$ cat src/rtl/avalon_to_wb_burst_bridge.sv
// Avalon-MM slave to Wishbone B4 master bridge: Avalon bursts become incrementing WB bursts.
// Define AV_WB_BURST_EN for registered-feedback bursts (cti 010/111); otherwise each beat is a classic cycle.
module avalon_to_wb_burst_bridge #(
  parameter int unsigned AW  = 32,
  parameter int unsigned DW  = 32,
  parameter int unsigned BCW = 8
) (
  input  logic              wb_clk_i,
  input  logic              wb_rst_i,
  input  logic [AW-1:0]     s_av_address_i,
  input  logic [DW/8-1:0]   s_av_byteenable_i,
  input  logic [BCW-1:0]    s_av_burstcount_i,
  input  logic              s_av_read_i,
  input  logic              s_av_write_i,
  input  logic [DW-1:0]     s_av_writedata_i,
  output logic [DW-1:0]     s_av_readdata_o,
  output logic              s_av_readdatavalid_o,
  output logic              s_av_waitrequest_o,
  output logic [AW-1:0]     wbm_adr_o,
  output logic [DW-1:0]     wbm_dat_o,
  output logic [DW/8-1:0]   wbm_sel_o,
  output logic              wbm_we_o,
  output logic              wbm_cyc_o,
  output logic              wbm_stb_o,
  output logic [2:0]        wbm_cti_o,
  output logic [1:0]        wbm_bte_o,
  input  logic [DW-1:0]     wbm_dat_i,
  input  logic              wbm_ack_i,
  input  logic              wbm_err_i,
  input  logic              wbm_rty_i,
  output logic              bus_err_o
);

  localparam int unsigned BW = DW / 8;

`ifdef AV_WB_BURST_EN
  localparam logic BURST_EN = 1'b1;
`else
  localparam logic BURST_EN = 1'b0;
`endif

  typedef enum logic [1:0] {IDLE, RD, WR, WR_WAIT} state_t;

  state_t           state_q, state_n;
  logic [AW-1:0]    adr_q, adr_n;
  logic [DW-1:0]    dat_q, dat_n;
  logic [BW-1:0]    sel_q, sel_n;
  logic             we_q, we_n;
  logic             cyc_q, cyc_n;
  logic             stb_q, stb_n;
  logic [2:0]       cti_q, cti_n;
  logic [BCW-1:0]   cnt_q, cnt_n;
  logic [DW-1:0]    rdata_q, rdata_n;
  logic             rvalid_q, rvalid_n;
  logic             berr_q, berr_n;

  logic             beat_done, beat_err, last_beat;
  logic [BCW-1:0]   cnt_dec, accept_cnt;
  logic [AW-1:0]    adr_inc;

  function automatic logic [2:0] cti_for(input logic [BCW-1:0] remaining);
    if (!BURST_EN)
      return 3'b000;
    return (remaining > BCW'(1)) ? 3'b010 : 3'b111;
  endfunction

  // err wins over ack; rty alone holds the beat for a retry
  assign beat_done  = stb_q && (wbm_err_i || (wbm_ack_i && !wbm_rty_i));
  assign beat_err   = stb_q && wbm_err_i;
  assign last_beat  = (cnt_q == BCW'(1));
  assign cnt_dec    = cnt_q - BCW'(1);
  assign adr_inc    = adr_q + AW'(BW);
  assign accept_cnt = (s_av_burstcount_i == '0) ? BCW'(1) : s_av_burstcount_i;

  always_comb begin
    state_n            = state_q;
    adr_n              = adr_q;
    dat_n              = dat_q;
    sel_n              = sel_q;
    we_n               = we_q;
    cyc_n              = cyc_q;
    stb_n              = stb_q;
    cti_n              = cti_q;
    cnt_n              = cnt_q;
    rdata_n            = rdata_q;
    rvalid_n           = 1'b0;
    berr_n             = 1'b0;
    s_av_waitrequest_o = 1'b1;

    unique case (state_q)
      IDLE: begin
        s_av_waitrequest_o = !(s_av_read_i || s_av_write_i);
        if (s_av_read_i || s_av_write_i) begin
          adr_n   = s_av_address_i;
          sel_n   = s_av_byteenable_i;
          cnt_n   = accept_cnt;
          we_n    = !s_av_read_i;
          cyc_n   = 1'b1;
          stb_n   = 1'b1;
          cti_n   = cti_for(accept_cnt);
          if (s_av_read_i) begin
            state_n = RD;
          end else begin
            dat_n   = s_av_writedata_i;
            state_n = WR;
          end
        end
      end

      RD: begin
        if (beat_done) begin
          rdata_n  = beat_err ? '0 : wbm_dat_i;
          rvalid_n = 1'b1;
          berr_n   = beat_err;
          if (last_beat) begin
            cyc_n   = 1'b0;
            stb_n   = 1'b0;
            cti_n   = '0;
            state_n = IDLE;
          end else begin
            adr_n = adr_inc;
            cnt_n = cnt_dec;
            cti_n = cti_for(cnt_dec);
            cyc_n = BURST_EN;
            stb_n = BURST_EN;
          end
        end else if (!stb_q) begin
          // classic mode: relaunch after the one-cycle idle gap
          cyc_n = 1'b1;
          stb_n = 1'b1;
        end
      end

      WR: begin
        if (beat_done) begin
          berr_n = beat_err;
          if (last_beat) begin
            cyc_n   = 1'b0;
            stb_n   = 1'b0;
            cti_n   = '0;
            state_n = IDLE;
          end else begin
            stb_n   = 1'b0;
            cyc_n   = BURST_EN;
            adr_n   = adr_inc;
            cnt_n   = cnt_dec;
            cti_n   = cti_for(cnt_dec);
            state_n = WR_WAIT;
          end
        end
      end

      WR_WAIT: begin
        s_av_waitrequest_o = 1'b0;
        if (s_av_write_i) begin
          dat_n   = s_av_writedata_i;
          sel_n   = s_av_byteenable_i;
          cyc_n   = 1'b1;
          stb_n   = 1'b1;
          state_n = WR;
        end
      end

      default: state_n = IDLE;
    endcase
  end

  always_ff @(posedge wb_clk_i) begin
    if (wb_rst_i) begin
      state_q  <= IDLE;
      adr_q    <= '0;
      dat_q    <= '0;
      sel_q    <= '0;
      we_q     <= 1'b0;
      cyc_q    <= 1'b0;
      stb_q    <= 1'b0;
      cti_q    <= '0;
      cnt_q    <= '0;
      rdata_q  <= '0;
      rvalid_q <= 1'b0;
      berr_q   <= 1'b0;
    end else begin
      state_q  <= state_n;
      adr_q    <= adr_n;
      dat_q    <= dat_n;
      sel_q    <= sel_n;
      we_q     <= we_n;
      cyc_q    <= cyc_n;
      stb_q    <= stb_n;
      cti_q    <= cti_n;
      cnt_q    <= cnt_n;
      rdata_q  <= rdata_n;
      rvalid_q <= rvalid_n;
      berr_q   <= berr_n;
    end
  end

  assign wbm_adr_o            = adr_q;
  assign wbm_dat_o            = dat_q;
  assign wbm_sel_o            = sel_q;
  assign wbm_we_o             = we_q;
  assign wbm_cyc_o            = cyc_q;
  assign wbm_stb_o            = stb_q;
  assign wbm_cti_o            = cti_q;
  assign wbm_bte_o            = 2'b00;
  assign s_av_readdata_o      = rdata_q;
  assign s_av_readdatavalid_o = rvalid_q;
  assign bus_err_o            = berr_q;

endmodule

$ cat config.mk
export PLATFORM = sky130hd
export DESIGN_NAME = avalon_to_wb_burst_bridge
export DESIGN_NICKNAME = d
export VERILOG_FILES = /design/src/rtl/avalon_to_wb_burst_bridge.sv
export SDC_FILE = /design/constraint.sdc
export NUM_CORES = 1
export LEC_CHECK = 0
export BUFFER_PORTS_ARGS = -buffer_cell sky130_fd_sc_hd__buf_2
export CORE_MARGIN = 2
export CORE_UTILIZATION = 43
export CTS_CLUSTER_DIAMETER = 100
export CTS_CLUSTER_SIZE = 40
export DETAILED_ROUTE_END_ITERATION = 7
export GPL_TIMING_DRIVEN = 0
export HOLD_SLACK_MARGIN = 0.05
export PLACE_DENSITY = 0.76
export SLEW_MARGIN = 20
export SYNTH_ARGS = -nofsm -noshare
export SYNTH_HDL_FRONTEND = slang
export SYNTH_SLANG_ARGS = --single-unit
$ cat constraint.sdc
create_clock -name wb_clk_i -period 2.09 [get_ports wb_clk_i]
set_clock_uncertainty 0.05 [all_clocks]
set_input_delay 0.1045 -clock wb_clk_i [delete_from_list [all_inputs] [get_ports wb_clk_i]]
set_output_delay 0.1045 -clock wb_clk_i [all_outputs]
set_load 0.05 [all_outputs]
* Yosys cells after proc, flatten, opt, wreduce, memory -nomap -nowiden
Cells that the tools add are included.
** Word-level totals
- Bits in registers :: 118
- Input port bits :: 115
- Output and inout bits :: 111
- Logic and storage cells :: 108
** Cells by class
- Add/sub/neg operators :: 2
- Magnitude comparators :: 2
- Eq/ne operators :: 13
- Muxes and demuxes :: 51
- Bitwise gates (word level) :: 3
- Reductions and logical operators :: 25
** Operator list (number)
- $mux 32 :: 7
- $pmux 32 s2 :: 2
- $add 32x3->32 const B :: 1
- $mux 8 :: 4
- $mux 3 :: 10
- $gt 8x1->1 const B :: 2
- $pmux 8 s2 :: 1
- $reduce_and 4->1 :: 4
- $mux 2 :: 7
- $ne 2x2->1 const B :: 7
- $mux 1 :: 12
- $pmux 3 s3 :: 1
- $eq 8x1->1 const B :: 1
- $logic_not 8->1 :: 1
- $mux 4 :: 2
- $pmux 1 s4 :: 2
- $pmux 2 s4 :: 1
- $pmux 4 s2 :: 1
- $sub 8x1->8 const B :: 1
- $reduce_and 3->1 :: 2
- $reduce_and 5->1 :: 1
- $eq 2x2->1 const B :: 2
- $reduce_and 2->1 :: 2
- $reduce_bool 2->1 :: 2
- 12 further kinds :: 20

* Longest topological paths before layout
Gate-level depths: netlist of run 1.
- Depth in word-level cells :: 10
- Depth in mapped cells :: 10
- Depth with buffers taken out :: 7

* Worst setup path before layout of run 1
No wires, ideal clock.
- Path type :: reg-to-reg
- Start point :: register state_q[0]
- End point :: register sel_q[0] (netlist: wbm_sel_o[0])
- Arrival time :: 2.586 ns
- Required time :: 1.912 ns
- Path slack :: -0.674 ns
- Cell stages (with the launch flop) :: 8
- Path buffers :: 1
- Period minus slack after synthesis :: 2.764 ns
- Cell sequence :: dfxtp_1 inv_1 ha_1 clkbuf_1 o21ai_0 a21oi_1 mux2i_1 nor2_1
** On the way
- Longest elaborated chain between the ends :: 3
- Elaborated cells on any way between the ends :: 7
** Ends and longest elaborated chain
- start: declaration :: line 44 : state_t state_q, state_n;
- start signal: assignment :: line 183 : state_q <= state_n;
- $eq 2x2->1 / $logic_not 2->1 (equally long branches) :: line 90 : unique case (state_q)
- $ne 2x2->1 (no source line) / $reduce_bool 2->1 (equally long branches)
- $reduce_and 3->1 (no source line)
- end signal: assignment :: line 186 : sel_q <= sel_n;
- end: declaration :: line 47 : logic [BW-1:0] sel_q, sel_n;
Several ways; a longest one is shown, not always the timed one.
A chain may end at the register's enable or synchronous reset.

* Final worst setup path of run 1
- Start point :: register state_q[1]
- End point :: register adr_q[26] (netlist: wbm_adr_o[26])
** On the way
- Longest elaborated chain between the ends :: 4
- Elaborated cells on any way between the ends :: 10
** Ends and longest elaborated chain
- $eq 2x2->1 / $eq 2x1->1 (equally long branches) :: line 90
- $reduce_or 2->1 (no source line)
- $ne 2x2->1 (no source line), or another cell as far along
- $reduce_and 4->1 (no source line)
- end signal: assignment :: line 184 : adr_q <= adr_n;
- end: declaration :: line 45 : logic [AW-1:0] adr_q, adr_n;
Several ways; a longest one is shown, not always the timed one.

==> results.toml, run 1 <==
[worst_setup_path]
crit_start = "state_q[1]"
crit_path_cell_trace = "inv_2 > ha_4 > or4bb_4 > o221ai_4 > buf_6 > a21oi_4 > buf_6 > a21bo_1 > a21oi_1"
slowest_stage = "sky130_fd_sc_hd__or4bb_4"
worstPathRequired_ps = 2370
critPathMostFrequentCell = "sky130_fd_sc_hd__buf_6"
cp_data_arrival_time_ps = 2450
r2r_setup_slack_ps = -80
cp_num_buf_inv = 3
worstPathMaxFanout = 7
timing.critical_path.from_type = "register"
critical-path-max-stage-delay_ps = 470
critical_path_class = "reg -> reg"
timing.critical_path.to_type = "register"
worstReg2RegStart = "state_q[1]"
critical-path-top-delay-family = "compound AO/OA/AOI/OAI gates"

[grt]
globalRouteOverflowTotal = 0
grt_first_pass_wirelength_um = 31800
track_usage = 0.305
number_of_antenna_violations_at_the_first_check_in_global_routing = 0
via_count_of_the_first_global_routing_pass = 6233
grt_max_degree = 17

[pwr]
comb_power_share = 0.533
post-layout-total-power_mw = 13.4
power.share.clock = 0.216
peakVddDrop_v = 0.000776
seq_power_share = 0.251
p_leak_nw = 3.84
power.switching_mw = 6.37
switching_share = 0.476
p_per_area_nw_per_um2 = 1540
power_report.internal_total_mw = 7.00

[synth]
ys_seq_area_frac = 0.430
mappedNetlistArea_um2 = 5360
yosys_warnings = 0
syn-mean-instance-area_um2 = 8.29
synth.area.top_cells = "sky130_fd_sc_hd__dfxtp_1 (43%), sky130_fd_sc_hd__nand2_1 (7.1%), sky130_fd_sc_hd__a21oi_1 (6.5%)"
synth.lib_cells_used.distinct = 66
postSynthRegisterBits = 115
netlist.top_cell.by_area = "sky130_fd_sc_hd__dfxtp_1"
synth_edf_count = 0
synth-main-ff-cell = "sky130_fd_sc_hd__dfxtp_1"
netlist_instances = 646
ys_async_sr_fraction = 0
synth_top_cell_area_share = 0.430

[routing]
route.vias.total = 6756
ant_nets = 0
drt_iter0_drc = 744
finalWirelength_um = 21400
avgRoutedWirePerCell_um = 18.2
routed_via_density = 5.73
firstDrtPassIters = 7
remaining_drc_errors = 0

[layout]
fillers = 915
register_area_um2 = 2330
layout.cells.non_filler = 1180
layout-area-overhead-vs-synth_pct = 62.3
multi_input_area_um2 = 3000
fraction_of_layout_cells_with_a_size_suffix_above_1 = 0.378
antennaDiodeCount = 0
nNetsFinal = 1122

[run_status]
violations_in_the_final_reports = "setup timing"
status = "finished with violations"

[timing]
rsz0062_at_grt = "true"
timing.final.crit_share = 1.04
fmax_mhz = 460
tns_ps = -860
maxSlewHeadroom = 0.446
postLayoutSetupSlackWorst_ps = -83.4
setup_violations = 19
slew_viol_final = 0
max_slew.worst_pin.slew_ps = 831
hold_violations = 0
layout_min_cycle_time_ps = 2170

[cts]
ctsRootBufferMaster = "sky130_fd_sc_hd__clkbuf_16"
clkSlewWorstSetupHoldPaths_ps = 50
tritoncts = "built"
clock_sink_count = 115
cts_made_buffers = 17
clk_latency_ps = 410
h_tree_lvl_count = 4
ctsLongestPathBuffers = 2

[floorplan]
full_die_area_um2 = 13400
die_w_um = 116
starting_utilization_of_the_core_area = 0.444
core.rowCount = 40
dieHeight_um = 116
num_io_pins = 226
core-area_um2 = 12100

[worst_hold_path]
worst_hold_path_type = "in -> reg"
min_from = "s_av_burstcount_i[1]"

[placement]
detailedPlacementHpwl_um = 12900
placed_cells = 1037
gp_congestion = 0.885
io_buffer_count = 219
preCtsSetupSlack_ps = -441

[job]
cap_viol_max_count = 0
metal layers:
layer	GRT usage	wire, µm	vias up
li1	-	-	3068
met1	0.369	8010	3068
met2	0.497	10100	523
met3	0.0774	2390	97
met4	0.166	883	0
met5	0	0	-
power by group through the flow:
| stage | registers (mW) | logic [mW] | clock network [mW] |
|---|---|---|---|
| 3_5_place_dp | 3.30 | 5.70 | 0 |
| 2_1_floorplan | 4.64 | 2.76 | 0 |
| 4_1_cts | 3.29 | 6.45 | 2.90 |
| 6_report | 3.36 | 7.13 | 2.88 |
| 3_3_place_gp | 3.30 | 5.66 | 0 |
| 5_1_grt | 3.42 | 7.46 | 3.01 |
Yosys cell counts (5+ instances only):
master and number:
sky130_fd_sc_hd__dfxtp_1 115, sky130_fd_sc_hd__buf_1 5, sky130_fd_sc_hd__nand3_1 15, sky130_fd_sc_hd__nor3b_1 5, sky130_fd_sc_hd__a22o_1 36, sky130_fd_sc_hd__nor2_1 38, sky130_fd_sc_hd__mux2i_1 8, sky130_fd_sc_hd__a21oi_1 70
sky130_fd_sc_hd__clkbuf_1 36, sky130_fd_sc_hd__buf_4 7, sky130_fd_sc_hd__and2_1 5, sky130_fd_sc_hd__ha_1 8, sky130_fd_sc_hd__o32ai_1 5, sky130_fd_sc_hd__nor3_1 16, sky130_fd_sc_hd__or4_1 5, sky130_fd_sc_hd__nor4_1 10
sky130_fd_sc_hd__nand4_1 13, sky130_fd_sc_hd__inv_1 13, sky130_fd_sc_hd__nand2_1 102, sky130_fd_sc_hd__nor2b_1 9, sky130_fd_sc_hd__o21ai_0 30, sky130_fd_sc_hd__and3_1 6, sky130_fd_sc_hd__a211oi_1 11
timing repair:
action,CTS,global route
pin swaps,5,14
setup buffers,14,4
hold buffers,96,0
cloned,2,0
endpoints found under the hold margin,95,0
setup endpoints to repair,109,106
resized for setup,42,67
metrics by stage:
stage	hold slack [ps]	cell area, µm²	util
floorplan	150	5410	-
global placement	263	6720	0.557
detailed placement	269	6720	0.557
CTS	50.4	8500	0.704
global route	85.1	8690	0.721
finish	60.6	8690	0.721
area by class of cell:
cell class / count / share of cell area
Clock buffer: 17 / 0.0489
Multi-Input combinational cell: 470 / 0.345
Buffer: 47 / 0.0338
Tap cell: 168 / 0.0242
Clock inverter: 15 / 0.0184
Sequential cell: 115 / 0.268
Timing Repair Buffer: 335 / 0.257
Inverter: 13 / 0.00561
flip-flops by register name, indices dropped and copies added (netlist names):
name / count
wbm_stb_o: 1
wbm_sel_o: 4
s_av_readdata_o: 32
wbm_adr_o: 32
cnt_q: 8
bus_err_o: 1
wbm_we_o: 1
state_q: 2
s_av_readdatavalid_o: 1
wbm_dat_o: 32
wbm_cyc_o: 1
kinds of logic (layout without fill, tap and decap cells):
kind of cell	Yosys count	count (layout)	synth area share
AND/OR/NAND/NOR	247	247	0.228
AO/OA/AOI/OAI	202	202	0.255
flip-flops	115	115	0.430
buffers and inverters	65	427	0.0526
adder cells (fa/ha/maj)	8	8	0.0187
multiplexers	8	8	0.0150
other	1	5	0.000700
layout by cell type, fill, tap and decap left out, types with 7 or more instances in the layout:
master                          count
sky130_fd_sc_hd__a21oi_2            9
sky130_fd_sc_hd__inv_1             11
sky130_fd_sc_hd__buf_2            225
sky130_fd_sc_hd__nand4_1           13
sky130_fd_sc_hd__buf_6              9
sky130_fd_sc_hd__clkbuf_2          11
sky130_fd_sc_hd__nand2_1          100
sky130_fd_sc_hd__nor2_1            37
sky130_fd_sc_hd__a211oi_1          10
sky130_fd_sc_hd__dfxtp_1           94
sky130_fd_sc_hd__nor2b_1            9
sky130_fd_sc_hd__mux2i_1            8
sky130_fd_sc_hd__o21ai_0           23
sky130_fd_sc_hd__a21oi_1           60
sky130_fd_sc_hd__a22o_1            36
sky130_fd_sc_hd__clkbuf_16         17
sky130_fd_sc_hd__nor4_1             9
sky130_fd_sc_hd__dlygate4sd3_1     96
sky130_fd_sc_hd__buf_4             19
sky130_fd_sc_hd__clkbuf_1          10
sky130_fd_sc_hd__nor3_1            14
sky130_fd_sc_hd__o21ai_2            7
sky130_fd_sc_hd__nand3_1           13
sky130_fd_sc_hd__dfxtp_2           21
worst paths after layout:
path,to,cells after the start
worst max-delay path,wbm_adr_o[26],9
worst min register to register,wbm_dat_o[13],2
worst max register to register,wbm_adr_o[26],9
worst min-delay path,cnt_q[1],3
worst min-delay path, stage by stage:
cell and delay [ps]:
sky130_fd_sc_hd__buf_2 110, sky130_fd_sc_hd__a211oi_1 70, sky130_fd_sc_hd__a211oi_1 170
No activity file was read; power rests on OpenSTA's default activity.
==> run 2, diff against run 1 <==
--- a/config.mk
+++ b/config.mk
@@ -14,6 +14,7 @@
 export GPL_TIMING_DRIVEN = 0
 export HOLD_SLACK_MARGIN = 0.05
 export PLACE_DENSITY = 0.76
+export SETUP_SLACK_MARGIN = 0.4
 export SLEW_MARGIN = 20
 export SYNTH_ARGS = -nofsm -noshare
 export SYNTH_HDL_FRONTEND = slang
==> constraint.sdc (replaced) <==
create_clock -name wb_clk_i -period 1.97 [get_ports wb_clk_i]
set_clock_uncertainty 0.05 [all_clocks]
set_input_delay 0.394 -clock wb_clk_i [delete_from_list [all_inputs] [get_ports wb_clk_i]]
set_output_delay 0.394 -clock wb_clk_i [all_outputs]
set_load 0.05 [all_outputs]
==> results.toml, run 2 (synthesis gave the netlist of run 1 again) <==
[pwr]
p_leak_nw = 4.02
post-layout-total-power_mw = 17.0
peakVddDrop_v = 0.000988
p_per_area_nw_per_um2 = 1890

[cts]
cts_made_buffers = 17
clkSlewWorstSetupHoldPaths_ps = 60
ctsLongestPathBuffers = 2
ctsRootBufferMaster = "sky130_fd_sc_hd__clkbuf_16"
clk_latency_ps = 420
h_tree_lvl_count = 4
clock_sink_count = 115
tritoncts = "built"

[worst_setup_path]
critical_path_class = "reg -> reg"
crit_end = "wbm_adr_o[14]"
crit_path_cell_trace = "inv_4 > ha_4 > or3b_4 > buf_6 > buf_6 > o221ai_4 > a21oi_4 > buf_6 > buf_8 > nand2_2 > a32o_2"
critical-path-max-stage-delay_ps = 360
worstReg2RegStart = "state_q[0]"
timing.rr.end = "wbm_adr_o[14]"
cp_data_arrival_time_ps = 2560
timing.critical_path.from_type = "register"
worstPathRequired_ps = 2220
r2r_setup_slack_ps = -330
rr_worst_depth = 11
critical-path-top-delay-family = "compound AO/OA/AOI/OAI gates"
crit_start = "state_q[0]"
worstSetupPathDepth = 11
critPathMostFrequentCell = "sky130_fd_sc_hd__buf_6"
timing.critical_path.to_type = "register"
worstPathMaxFanout = 6
cp_num_buf_inv = 5
slowest_stage = "sky130_fd_sc_hd__dfxtp_4"

[timing]
layout_min_cycle_time_ps = 2300
max_slew.worst_pin.slew_ps = 929
fmax_mhz = 434
fin_worst_hold_slack_ps = 135
postLayoutSetupSlackWorst_ps = -334
rsz0062_at_grt = "true"
hold_violations = 0
setup_violations = 44
tns_ps = -9630
slew_viol_final = 0
timing.final.crit_share = 1.17
maxSlewHeadroom = 0.381

[routing]
avgRoutedWirePerCell_um = 19.7
firstDrtPassIters = 7
ant_nets = 0
remaining_drc_errors = 0
routed_via_density = 5.92
finalWirelength_um = 22100
route.vias.total = 6662
drt_iter0_drc = 804

[layout]
final_common_cell = "sky130_fd_sc_hd__buf_2"
layout-area-overhead-vs-synth_pct = 67.6
fillers = 867
fraction_of_layout_cells_with_a_size_suffix_above_1 = 0.519
antennaDiodeCount = 0
final_cell_area_um2 = 8970
final_cell_mix = "sky130_fd_sc_hd__buf_2 (209), sky130_fd_sc_hd__dfxtp_1 (88), sky130_fd_sc_hd__nand2_1 (78), sky130_fd_sc_hd__a21oi_1 (41), sky130_fd_sc_hd__buf_4 (37)"
nNetsFinal = 1068
layout.cells.non_filler = 1126
finish.utilization = 0.744

[placement]
placed_cells = 1037
gp_congestion = 0.935
io_buffer_count = 219
preCtsSetupSlack_ps = -533
place_area_um2 = 6950
detailedPlacementHpwl_um = 12800

[floorplan]
num_io_pins = 226
starting_utilization_of_the_core_area = 0.444
full_die_area_um2 = 13400
core.rowCount = 40
dieHeight_um = 116
core-area_um2 = 12100
die_w_um = 116

[grt]
grt_max_degree = 17
grt_first_pass_wirelength_um = 30500
globalRouteOverflowTotal = 0
grt.met2_usage = 0.454
top_usage_layer = "met2"
via_count_of_the_first_global_routing_pass = 6060
number_of_antenna_violations_at_the_first_check_in_global_routing = 0
track_usage = 0.296
groute.layer.met1.usage = 0.373
groute.layer.met3.usage = 0.0910

[worst_hold_path]
worst_hold_path_type = "in -> reg"

[run_status]
violations_in_the_final_reports = "setup timing"
status = "finished with violations"

[job]
cap_viol_max_count = 0
## run 2: area by class of cell
type	count	area (µm²)	share of cell area
timing repair buffer	276	1790	0.199
sequential	115	2370	0.264
inverter	13	63.8	0.00711
clock buffer	17	425	0.0474
buffer	52	582	0.0648
clock inverter	15	148	0.0165
tap	168	210	0.0234
multi-input combinational	470	3390	0.377
## run 2: how the worst min path moves through the flow
stage	from	to	slack, ps	depth (start not counted)
6_report	wbm_dat_i[23]	s_av_readdata_o[23]	130	2
2_1_floorplan	cnt_q[7]	cnt_q[7]	430	2
3_3_place_gp	wbm_dat_o[7]	wbm_dat_o[7]	390	2
3_5_place_dp	wbm_dat_o[5]	wbm_dat_o[5]	390	2
4_1_cts	wbm_dat_i[23]	s_av_readdata_o[23]	130	2
5_1_grt	wbm_dat_i[29]	s_av_readdata_o[29]	130	2
## run 2: layer usage
metal	share of wire	up-vias
met1	0.37	3036
met4	0.052	0
met5	0	-
li1	-	2971
met2	0.45	528
met3	0.12	127
## run 2: where the power goes
group	switching (mW)	internal (mW)
sequential	0.684	2.97
combinational	5.86	4.42
clock	1.25	1.77
total	7.80	9.16
## run 2: what timing repair did
item / 4_1_cts / 5_1_grt
hold buffers: 0 / 0
setup buffers: 36 / 10
setup endpoints to repair: 121 / 119
cloned: 9 / 2
resized for setup: 140 / 102
pin swaps: 22 / 43
